## config.mk

```make
export PLATFORM = sky130hd
export DESIGN_NAME = mem_req_arbiter
export DESIGN_NICKNAME = d
export VERILOG_FILES = /design/src/rtl/mem_req_arbiter_pkg.sv /design/src/rtl/mem_rr_pick.sv /design/src/rtl/mem_req_arbiter.sv
export SDC_FILE = /design/constraint.sdc
export NUM_CORES = 1
export LEC_CHECK = 0
export BUFFER_PORTS_ARGS = -buffer_cell sky130_fd_sc_hd__buf_2
export CAP_MARGIN = 15
export CORE_UTILIZATION = 44
export CTS_BUF_LIST = sky130_fd_sc_hd__clkbuf_2
export DETAILED_ROUTE_END_ITERATION = 12
export PLACE_DENSITY = 0.87
export SLEW_MARGIN = 20
export SYNTH_ARGS = -nofsm -noshare
export SYNTH_HDL_FRONTEND = slang
export SYNTH_SLANG_ARGS = --single-unit
```

## constraint.sdc

```tcl
create_clock -name CLK -period 1.9 [get_ports CLK]
set_input_delay 0.38 -clock CLK [delete_from_list [all_inputs] [get_ports CLK]]
set_output_delay 0.38 -clock CLK [all_outputs]
set_load 0.03 [all_outputs]
```

## src/rtl/mem_req_arbiter_pkg.sv

```systemverilog
// Shared definitions for the memory request arbiter: bus widths, timeout default,
// FSM state encoding and port identifiers.
package mem_req_arbiter_pkg;

  localparam int LC_MEM_ADDR_WIDTH      = 30;
  localparam int LC_MEM_DATA_WIDTH      = 32;
  localparam int TIMEOUT_CYCLES_DEFAULT = 255;

  typedef enum logic [1:0] {
    ST_IDLE  = 2'd0,
    ST_GRANT = 2'd1,
    ST_RESP  = 2'd2,
    ST_DRAIN = 2'd3
  } arb_state_e;

  typedef enum logic {
    PORT_A = 1'b0,
    PORT_B = 1'b1
  } arb_port_e;

endpackage

```

## src/rtl/mem_rr_pick.sv

```systemverilog
// Two-input round-robin picker: a lone requester wins; on a tie the port that
// was not served last wins.
module mem_rr_pick
  import mem_req_arbiter_pkg::*;
(
  input  logic      req_a,
  input  logic      req_b,
  input  arb_port_e last_served,
  output logic      grant_a,
  output logic      grant_b
);

  // Grant A when it is alone or when B had the previous turn; B otherwise.
  always_comb begin
    grant_a = req_a & (~req_b | (last_served == PORT_B));
    grant_b = req_b & ~grant_a;
  end

endmodule

```

## src/rtl/mem_req_arbiter.sv

```systemverilog
// Arbitrates two 4-phase request ports (A: layer controller, B: local/debug)
// onto a single 4-phase memory port, with a per-transaction timeout.
module mem_req_arbiter
  import mem_req_arbiter_pkg::*;
#(
  parameter int TIMEOUT_CYCLES = TIMEOUT_CYCLES_DEFAULT
) (
  input  logic                         CLK,
  input  logic                         RESETn,
  input  logic                         REQ_A,
  input  logic                         REQ_B,
  input  logic                         WRITE_A,
  input  logic                         WRITE_B,
  input  logic [LC_MEM_ADDR_WIDTH-1:0] ADDR_A,
  input  logic [LC_MEM_ADDR_WIDTH-1:0] ADDR_B,
  input  logic [LC_MEM_DATA_WIDTH-1:0] WDATA_A,
  input  logic [LC_MEM_DATA_WIDTH-1:0] WDATA_B,
  output logic                         ACK_A,
  output logic                         ACK_B,
  output logic                         ERR_A,
  output logic                         ERR_B,
  output logic [LC_MEM_DATA_WIDTH-1:0] RDATA,
  output logic                         MEM_REQ,
  output logic                         MEM_WRITE,
  output logic [LC_MEM_ADDR_WIDTH-1:0] MEM_ADDR,
  output logic [LC_MEM_DATA_WIDTH-1:0] MEM_DATA_IN,
  input  logic                         MEM_ACK_IN,
  input  logic [LC_MEM_DATA_WIDTH-1:0] MEM_DATA_OUT
);

  localparam logic [15:0] TIMEOUT_LAST = 16'(TIMEOUT_CYCLES - 1);

  arb_state_e                   state, state_nxt;
  arb_port_e                    winner, winner_nxt;
  arb_port_e                    last_served, last_served_nxt;
  logic [15:0]                  timeout_cnt, timeout_cnt_nxt;
  logic                         drain_pending, drain_pending_nxt;
  logic                         ack_a_nxt, ack_b_nxt, err_a_nxt, err_b_nxt;
  logic [LC_MEM_DATA_WIDTH-1:0] rdata_nxt;
  logic                         mem_req_nxt, mem_write_nxt;
  logic [LC_MEM_ADDR_WIDTH-1:0] mem_addr_nxt;
  logic [LC_MEM_DATA_WIDTH-1:0] mem_data_in_nxt;
  logic                         grant_a, grant_b;
  logic                         winner_req;

  mem_rr_pick u_pick (
    .req_a       (REQ_A),
    .req_b       (REQ_B),
    .last_served (last_served),
    .grant_a     (grant_a),
    .grant_b     (grant_b)
  );

  // State and output registers; reset abandons any transaction and forces one
  // trip through DRAIN so a memory ack left over from before reset is consumed.
  always_ff @(posedge CLK or negedge RESETn) begin
    if (!RESETn) begin
      state         <= ST_IDLE;
      winner        <= PORT_A;
      last_served   <= PORT_B;
      timeout_cnt   <= '0;
      drain_pending <= 1'b1;
      ACK_A         <= 1'b0;
      ACK_B         <= 1'b0;
      ERR_A         <= 1'b0;
      ERR_B         <= 1'b0;
      RDATA         <= '0;
      MEM_REQ       <= 1'b0;
      MEM_WRITE     <= 1'b0;
      MEM_ADDR      <= '0;
      MEM_DATA_IN   <= '0;
    end else begin
      state         <= state_nxt;
      winner        <= winner_nxt;
      last_served   <= last_served_nxt;
      timeout_cnt   <= timeout_cnt_nxt;
      drain_pending <= drain_pending_nxt;
      ACK_A         <= ack_a_nxt;
      ACK_B         <= ack_b_nxt;
      ERR_A         <= err_a_nxt;
      ERR_B         <= err_b_nxt;
      RDATA         <= rdata_nxt;
      MEM_REQ       <= mem_req_nxt;
      MEM_WRITE     <= mem_write_nxt;
      MEM_ADDR      <= mem_addr_nxt;
      MEM_DATA_IN   <= mem_data_in_nxt;
    end
  end

  // Next-state and next-output logic; everything holds unless a state acts on it.
  always_comb begin
    state_nxt         = state;
    winner_nxt        = winner;
    last_served_nxt   = last_served;
    drain_pending_nxt = drain_pending;
    ack_a_nxt         = ACK_A;
    ack_b_nxt         = ACK_B;
    err_a_nxt         = ERR_A;
    err_b_nxt         = ERR_B;
    rdata_nxt         = RDATA;
    mem_req_nxt       = MEM_REQ;
    mem_write_nxt     = MEM_WRITE;
    mem_addr_nxt      = MEM_ADDR;
    mem_data_in_nxt   = MEM_DATA_IN;
    timeout_cnt_nxt   = timeout_cnt;
    winner_req        = (winner == PORT_B) ? REQ_B : REQ_A;

    if ((state == ST_GRANT) && (timeout_cnt != 16'hFFFF)) begin
      timeout_cnt_nxt = timeout_cnt + 16'd1;
    end

    case (state)
      ST_IDLE: begin
        if (drain_pending) begin
          drain_pending_nxt = 1'b0;
          state_nxt         = ST_DRAIN;
        end else if (grant_a || grant_b) begin
          state_nxt       = ST_GRANT;
          winner_nxt      = grant_b ? PORT_B : PORT_A;
          mem_req_nxt     = 1'b1;
          mem_write_nxt   = grant_b ? WRITE_B : WRITE_A;
          mem_addr_nxt    = grant_b ? ADDR_B : ADDR_A;
          mem_data_in_nxt = grant_b ? WDATA_B : WDATA_A;
          timeout_cnt_nxt = '0;
        end
      end

      ST_GRANT: begin
        if (MEM_ACK_IN) begin
          if (!MEM_WRITE) begin
            rdata_nxt = MEM_DATA_OUT;
          end
          if (winner_req) begin
            ack_a_nxt = (winner == PORT_A);
            ack_b_nxt = (winner == PORT_B);
            err_a_nxt = 1'b0;
            err_b_nxt = 1'b0;
            state_nxt = ST_RESP;
          end else begin
            mem_req_nxt     = 1'b0;
            last_served_nxt = winner;
            state_nxt       = ST_DRAIN;
          end
        end else if (timeout_cnt == TIMEOUT_LAST) begin
          mem_req_nxt = 1'b0;
          if (winner_req) begin
            rdata_nxt = '0;
            ack_a_nxt = (winner == PORT_A);
            ack_b_nxt = (winner == PORT_B);
            err_a_nxt = (winner == PORT_A);
            err_b_nxt = (winner == PORT_B);
            state_nxt = ST_RESP;
          end else begin
            last_served_nxt = winner;
            state_nxt       = ST_DRAIN;
          end
        end
      end

      ST_RESP: begin
        if (!winner_req) begin
          ack_a_nxt       = 1'b0;
          ack_b_nxt       = 1'b0;
          err_a_nxt       = 1'b0;
          err_b_nxt       = 1'b0;
          mem_req_nxt     = 1'b0;
          last_served_nxt = winner;
          state_nxt       = ST_DRAIN;
        end
      end

      ST_DRAIN: begin
        if (!MEM_ACK_IN) begin
          state_nxt = ST_IDLE;
        end
      end

      default: begin
        state_nxt = ST_IDLE;
      end
    endcase
  end

endmodule

```

==> results of run 1 <==
power breakdown:
group          switching, W  internal [W]
Sequential         0.000679       0.00365
Combinational       0.00445       0.00254
Clock              0.000954      0.000579
Total               0.00609       0.00676
metrics by stage:
step | TNS, ps | utilization (%) | total power, W
floorplan | 0 | - | 0.008460
global placement | -166.5 | 59.61 | 0.01036
detailed placement | -1293 | 59.61 | 0.01057
CTS | -261.8 | 73.85 | 0.01242
global route | -3662 | 74.77 | 0.01363
finish | -605.7 | 74.79 | 0.01285
worst max-delay path by stage:
stage                          startpoint           to  slack [ps]
after global placement    timeout_cnt[15]    RDATA[26]          -8
after detailed placement  timeout_cnt[15]        ERR_B         -60
after floorplan           timeout_cnt[12]    RDATA[10]          20
after global routing      timeout_cnt[14]  last_served        -130
after CTS                 timeout_cnt[14]  last_served         -60
final                     timeout_cnt[14]        ERR_B         -90
logic make-up (layout without fill, tap and decap cells):
kind of cell,Yosys count,count (layout)
other,0,1
flip-flops,121,121
buffers and inverters,48,509
AND/OR/NAND/NOR,140,140
adder cells (fa/ha/maj),8,8
AO/OA/AOI/OAI,143,143
multiplexers,75,75
cell usage in the layout (no fill, tap or decap), drive strengths merged, types with 9 or more instances in the layout:
| master | synthesis | final |
|---|---|---|
| clkbuf | 29 | 21 |
| a22o | 32 | 32 |
| o21ai | 67 | 67 |
| inv | 9 | 9 |
| clkinv | 0 | 10 |
| a21oi | 14 | 14 |
| dlygate4sd3 | 0 | 151 |
| buf | 10 | 312 |
| mux2i | 72 | 72 |
| dfrtp | 119 | 119 |
| nand2 | 83 | 83 |
final cells by class:
cell class,instances,area [um^2]
antenna,1,2.502
fill,811,3182
sequential,121,3030
clock inverter,12,108.9
timing repair buffer,469,3377
inverter,9,33.78
clock buffer,19,95.09
tap,172,215.2
multi-input combinational,366,2575
registers in the layout, indices dropped and copies added, names as in the netlist:
name,cells
drain_pending,1
timeout_cnt,16
last_served,1
ACK_B,1
ERR_A,1
MEM_REQ,1
MEM_WRITE,1
state,2
winner,1
MEM_ADDR,30
ERR_B,1
ACK_A,1
MEM_DATA_IN,32
RDATA,32
repair_timing:
action | CTS | global route
gates cloned | 0 | 1
hold buffers | 158 | 10
endpoints found under the hold margin | 214 | 10
pin swaps | 2 | 4
setup buffers | 0 | 7
gates resized for setup | 2 | 33
endpoints found under the setup margin | 37 | 84
worst max-delay path, cell delays in order, from the launching register on:
cell,delay (ps)
dfrtp_1,410
or4_4,570
o41ai_4,220
buf_4,200
o2111ai_2,160
mux2_2,320
metal layers:
metal  up-vias  track usage, %  wire length (um)  part of all wire, %
met5         -               0                 0                    0
met4         0           21.54              1096                  5.2
met3       115           9.519              1612                  7.7
met2       366           51.47             10510                   50
met1      2919           34.06              7691                   37
li1       2847               -                 -                    -
==> flow_summary.toml, run 1 <==
[status]
status = "finished with violations"
violations = "negative setup slack"

[sta]
maxSlewViolCount = 0
slew_headroom_pct = 68.31
clock-skew-final_ps = 31.72
period_share_pct = 104.5
final.min_clock_period_ps = 1986
worstMarginPinSlew_ps = 475.4
hold_violations = 0
fmax_mhz = 503.5
worst_slack_ps = -85.95
rsz0062_at_grt = "yes"
setup_viol = 18
holdWs_ps = 29.54

[worst_setup_path]
worstRegToRegCells = 5
critPathLaunchType = "register"
cp.arrival_ps = 2570
crit_type = "reg -> reg"
reg2reg_slack_ps = -90
end_kind = "register"
r2r-end = "ERR_B"
worstPathRequired_ps = 2480
cp_max_fo = 6
timing.rr.start = "timeout_cnt[14]"

[clock_network]
cts_num_sinks = 121
htree_levels = 4
root_buffer = "clkbuf_2"
cts_made_buffers = 17
clk_latency_ps = 690
cts_max_path_buffers = 2
clk_pin_slew_ps = 180
cts_tree = "done"

[yosys]
syn_area_per_cell_um2 = 10.67
synthTopCellsByArea = "dfrtp_1, mux2i_1, o21ai_0"
syn_area_um2 = 5708
synth-seq-area-share_pct = 53.09
synth_top_family_by_area = "compound AO/OA/AOI/OAI gates"
yosysWarnings = 0
synthMostInstantiatedCell = "dfrtp_1"
synth_xor_area_share_pct = 0
synth_cells = 535
synthAdderAreaFrac_pct = 1.754
synth_common_cells = "dfrtp_1, nand2_1, mux2i_1"
yosys.area.top_type = "dfrtp_1"
muxShareOfSynthArea_pct = 13.22
synth-compound-area-share_pct = 16.73
synth_edf_count = 0
post-synth-top-area-fraction_pct = 52.17
yosys.area_share.simple_pct = 11.77
ys_async_sr_fraction_pct = 100.0
ys.flop_type = "dfrtp_1"
ys_seq_elements = 121
synth.distinct_cells = 49
synth_nets = 706

[routing]
ant_nets = 0
drt_iter0_drc = 476
remaining_drc_errors = 0
avgRoutedWirePerCell_um = 17.89
wl_um = 20910
drtPass1Iterations = 6
viasPerCell = 5.344
vias = 6247

[final_layout]
drive_gt1_share_pct = 37.25
finalNonFillerCells = 1169
area_delta_synth_final_pct = 65.34
final_nets = 1155
fin_area_um2 = 9438

[floorplanning]
placementRows = 41
dieArea_um2 = 13430
core_um2 = 12620
start_util_pct = 45.23
fp.dieH_um = 115.9
die_w_um = 115.9
io_pins = 263

[power]
peakVddDrop_v = 0.0008039
power_density_nw_per_um2 = 1362
cellLeakagePower_nw = 4.848

[global_route]
grtUsageTotal_pct = 31.01
grt_pass1_vias = 6452
grt_max_degree = 73
gr-total-overflow = 0
grt_pass1_wl_um = 31510
antenna_found_initial = 0

[worst_hold_path]
hp-class = "in -> reg"
min_to = "MEM_ADDR[21]"
hold_depth = 3
hp-start = "ADDR_B[21]"

[placed_design]
port_buffers = 262
dpl.cell_count = 974
dpl.hpwl_um = 10750
placed_area_um2 = 7522
gp_congestion = 0.8468
place_ws_ps = -57.14

[run]
cap_viol_max_count = 0
No activity file was read; power rests on OpenSTA's default activity.
==> run 2: changes to the inputs <==
- CORE_UTILIZATION: 44 -> 49
- PLACE_DENSITY: 0.87 -> 0.91
- clock period: 1.9 -> 2.1 ns (I/O delays scaled with it)
==> run 2 against run 1 <==
  * Total power shrank 7.7%
  * Global-route usage grew 5.0 points
  * Largest cell class is now flip-flops and latches
  * Clock skew grew 28 ps
  * Non-clock buffer count down 40
  * Die area down 10%
  * Via count increased by 2.0%
  * First-iteration DRC count is 53% higher
  * The run still ends with negative setup slack left
  * Clock-buffer cell count up 4
  * Clock power increased by 3%
  * Combinational power is 11% lower
  * Wire length up 5.8%
==> flow_summary.toml, run 2 (same netlist as run 1, synthesis figures left out) <==
[run]
cap_viol_max_count = 0

[worst_setup_path]
reg2reg_slack_ps = -20
cpPeakStageDelay_ps = 480
crit_type = "reg -> reg"
path_cells = "inv_1, ha_1, nor2b_4, nand2_4, buf_16, o21ai_0"
cp.arrival_ps = 2680
cp_slowest_cell = "dfrtp_1"
worstPathRequired_ps = 2660
end_kind = "register"
cp_max_fo = 138
critPathLaunchType = "register"

[placed_design]
placed_area_um2 = 7343
dpl.hpwl_um = 10940
gp_congestion = 0.8570
place_ws_ps = 30.08
port_buffers = 262

[routing]
vias = 6374
viasPerCell = 5.784
ant_nets = 0
wl_um = 22130
remaining_drc_errors = 0
avgRoutedWirePerCell_um = 20.08
drt_iter0_drc = 727
drtPass1Iterations = 9

[final_layout]
largestRegisters = "MEM_DATA_IN: 32 flops, RDATA: 32 flops, MEM_ADDR: 30 flops"
fin_area_um2 = 9044
fillerInstances = 610
area_delta_synth_final_pct = 58.44
multi_input_area_um2 = 2539
layout_common_cells = "buf_2, dlygate4sd3_1, dfrtp_1, nand2_1, mux2i_1"
area.sequential_um2 = 3032
final_nets = 1115
layout_commonest_cell = "buf_2"
drive_gt1_share_pct = 36.05

[floorplanning]
die_w_um = 109.9
start_util_pct = 50.20
placementRows = 39
io_pins = 263
dieArea_um2 = 12080
fp.dieH_um = 109.9
core_um2 = 11370

[global_route]
grt_max_degree = 139
antenna_found_initial = 1
grt_pass1_wl_um = 32020
grtUsageTotal_pct = 36.02
grt_pass1_vias = 6360
gr-total-overflow = 0

[power]
p_int_w = 0.006159
p_switching_w = 0.005698
power_frac_seq_pct = 34.1
total_power_w = 0.01186
cellLeakagePower_nw = 4.639
power_density_nw_per_um2 = 1311
p_sw_share_pct = 48.06
peakVddDrop_v = 0.001118
pwr-share-comb_pct = 52.7
p_clk_share_pct = 13.2

[status]
violations = "negative setup slack"
status = "finished with violations"

[sta]
holdWs_ps = 50.37
fmax_mhz = 470.7
clock-skew-final_ps = 60.06
final.min_clock_period_ps = 2124
worstMarginPinSlew_ps = 481.7
maxSlewViolCount = 0
worst_slack_ps = -24.41
hold_violations = 0
rsz0062_at_grt = "yes"
period_share_pct = 101.2
slew_headroom_pct = 67.88
setup_viol = 1

[clock_network]
root_buffer = "clkbuf_2"
cts_max_path_buffers = 2
htree_levels = 4
clk_pin_slew_ps = 180
clk_latency_ps = 710
cts_made_buffers = 17
cts_tree = "done"
cts_num_sinks = 121

[worst_hold_path]
hp-class = "in -> reg"
[run 2: cell types whose count changed in the layout (fill, tap and decap cells not counted), moves of 3 or more]
cell,before,now
o21ai_1,10,5
buf_12,7,4
clkinv_2,5,2
o21ai_0,55,62
clkbuf_2,19,23
buf_4,44,25
dlygate4sd3_1,151,135
dlymetal6s4s_1,4,0
[run 2: final cells by class]
| type | instances | area share, % |
|---|---|---|
| Clock buffer | 23 | 1.273 |
| Inverter | 9 | 0.3735 |
| Clock inverter | 9 | 1.370 |
| Sequential cell | 121 | 33.52 |
| Multi-Input combinational cell | 366 | 28.07 |
| Antenna cell | 2 | 0.05534 |
| Timing Repair Buffer | 429 | 33.36 |
| Tap cell | 143 | 1.978 |
[run 2: timing repair]
| action | in CTS | in global routing |
|---|---|---|
| gates resized for setup | 1 | 15 |
| setup endpoints to repair | 4 | 113 |
| cloned | 0 | 1 |
| pin swaps | 0 | 1 |
| setup buffers | 2 | 2 |
| endpoints found under the hold margin | 121 | 0 |
| hold buffers | 135 | 0 |
[run 2: metal layers]
metal  part of all wire [%]  vias to the layer above  GRT usage (%)
li1                       -                     2755              -
met1                     34                     2998          39.09
met2                     50                      470          60.40
met3                    8.8                      151          10.25
met4                    7.5                        0          25.52
met5                      0                        -              0
[run 2: worst paths after layout]
| check | from | endpoint | cells past startpoint |
|---|---|---|---|
| max | state[0] | MEM_DATA_IN[0] | 6 |
| min | ADDR_A[16] | MEM_ADDR[16] | 3 |
| max reg2reg | state[0] | MEM_DATA_IN[0] | 6 |
| min reg2reg | MEM_DATA_IN[29] | MEM_DATA_IN[29] | 2 |
| max in group asynchronous | RESETn | drain_pending | 3 |
| min in group asynchronous | RESETn | MEM_ADDR[15] | 2 |
[run 2: power by group through the flow]
stage / Combinational, W / Sequential (W) / Clock (W)
after floorplan: 0.00202 / 0.00561 / 0
after global placement: 0.00534 / 0.00389 / 0
after detailed placement: 0.00553 / 0.00392 / 0
after CTS: 0.00583 / 0.00390 / 0.00155
after global routing: 0.00660 / 0.00413 / 0.00168
final: 0.00625 / 0.00405 / 0.00157
[run 2: critical path, delay by kind of cell (launching register included)]
family                     cells  cell delay [ps]
DFF                            1              480
buffers and inverters          2              420
AOI/OAI and AO/OA              1              440
adders and majority gates      1              270
and+or+nand+nor                2              370
[run 2: per-stage QoR]
step | utilization [%] | std cells | TNS [ps]
3_3_place_gp | 64.59 | 928 | 0
5_1_grt | 79.52 | 1101 | -273.0
3_5_place_dp | 64.59 | 928 | 0
2_1_floorplan | - | 535 | 0
6_report | 79.54 | 1102 | -24.41
4_1_cts | 78.74 | 1097 | 0
==> run 3: changes to the inputs <==
- CORE_ASPECT_RATIO: not set -> 0.75
- clock period: 2.1 -> 2 ns (I/O delays scaled with it)
==> run 3 against run 2 <==
  * The flow still finishes with violations (negative setup slack)
  * Cell area down 1.7%
  * Worst setup slack got worse by 25 ps
  * Clock-buffer cell count shrank 6
  * Worst hold slack improved by 4.9 ps
  * Highest routed layer unchanged
  * Via count down 7.3%
  * Fmax up 3.7%
  * Wire length decreased by 14%
==> flow_summary.toml, run 3 (same netlist as run 1, synthesis figures left out) <==
[floorplanning]
placementRows = 33
fp.dieH_um = 95.47
io_pins = 263
start_util_pct = 51.20
die_w_um = 126.6
core_um2 = 11150
dieArea_um2 = 12090

[worst_setup_path]
timing.rr.start = "state[0]"
cp_max_fo = 5
reg2reg_slack_ps = -50
worstPathRequired_ps = 2560
crit_path_start = "state[0]"
end_kind = "register"
crit_type = "reg -> reg"
critPathLaunchType = "register"
worstRegToRegCells = 6
r2r-end = "state[1]"
cp.arrival_ps = 2610

[placed_design]
placed_area_um2 = 7422
dpl.hpwl_um = 11040
gp_congestion = 0.8676
port_buffers = 262

[power]
power_density_nw_per_um2 = 1379
peakVddDrop_v = 0.0009169
cellLeakagePower_nw = 4.579

[sta]
maxSlewViolCount = 0
holdWs_ps = 55.27
worst_slack_ps = -48.93
fmax_mhz = 488.1
slew_headroom_pct = 60.07
worstMarginPinSlew_ps = 596.8
period_share_pct = 102.4
rsz0062_at_grt = "yes"
setup_viol = 6
final.min_clock_period_ps = 2049
hold_violations = 0
clock-skew-final_ps = 35.55

[routing]
viasPerCell = 5.454
wl_um = 19080
drt_iter0_drc = 402
remaining_drc_errors = 0
ant_nets = 0
drtPass1Iterations = 5
avgRoutedWirePerCell_um = 17.62
vias = 5907

[global_route]
grt_max_degree = 59
grt_pass1_wl_um = 28290
antenna_found_initial = 1
grtUsageTotal_pct = 30.47
grt_pass1_vias = 5691
gr-total-overflow = 0

[clock_network]
cts_num_sinks = 121
cts_max_path_buffers = 2
clk_latency_ps = 650
clk_pin_slew_ps = 180
cts_made_buffers = 17
htree_levels = 4
root_buffer = "clkbuf_2"
cts_tree = "done"

[worst_hold_path]
hold_depth = 3
hp-class = "in -> reg"
min_to = "MEM_DATA_IN[30]"
hp-start = "WDATA_A[30]"

[final_layout]
area_delta_synth_final_pct = 55.70
final_nets = 1100
largestRegisters = "MEM_DATA_IN: 32 flops, RDATA: 32 flops, MEM_ADDR: 30 flops"
drive_gt1_share_pct = 38.54
layout_commonest_cell = "buf_2"
layout_common_cells = "buf_2, dfrtp_1, dlygate4sd3_1, nand2_1, mux2i_1"
fin_area_um2 = 8887
fillerInstances = 701

[status]
status = "finished with violations"
violations = "negative setup slack"

[run]
cap_viol_max_count = 0
-- run 3: layout make-up --
cell class	count	area, um^2	share of cell area, %
Clock inverter	15	176.4	1.985
Multi-Input combinational cell	366	2566	28.88
Sequential cell	121	3030	34.10
Tap cell	140	175.2	1.971
Timing Repair Buffer	414	2818	31.70
Clock buffer	17	85.08	0.9573
Antenna cell	1	2.502	0.02816
Inverter	9	33.78	0.3801
-- run 3: worst max path at each step --
stage | to | slack, ps | cells after the start
floorplan | MEM_ADDR[0] | -50 | 9
global placement | last_served | 40 | 5
detailed placement | ERR_B | -5 | 4
CTS | RDATA[14] | 9 | 5
global route | ACK_A | -100 | 4
finish | state[1] | -50 | 6
-- run 3: repair_timing --
action,in CTS,in global routing
pin swaps,0,6
endpoints found under the hold margin,105,6
buffers inserted,1,4
gates resized for setup,0,14
gates cloned,0,1
hold buffers,101,8
setup endpoints to repair,2,71
-- run 3: power by group --
part | internal [W] | switching [W]
registers | 0.00346 | 0.000655
clock network | 0.000698 | 0.000946
logic | 0.00234 | 0.00416
-- run 3: metrics by stage --
stage	util, %	setup TNS, ps	std cells	total power [W]	setup WS (ps)
floorplan	-	-2177	535	0.008018	-54.43
global placement	66.58	0	936	0.009826	37.89
detailed placement	66.58	-4.671	936	0.01005	-4.671
CTS	78.06	0	1070	0.01192	8.706
global route	79.72	-1130	1083	0.01297	-101.5
finish	79.72	-117.5	1083	0.01226	-48.93
-- run 3: critical path, stage by stage (launching register included) --
cell	delay, ps
dfrtp_1	510
inv_1	110
ha_1	230
nor2b_2	210
a222oi_1	530
nand2_2	160
mux2i_1	220
-- run 3: metal layers --
layer	vias to the layer above	GRT usage (%)	part of all wire, %
met2	318	53.31	50
met4	0	11.45	2.3
met5	-	0	0
met1	2814	36.68	40
li1	2729	-	-
met3	46	7.800	7.4
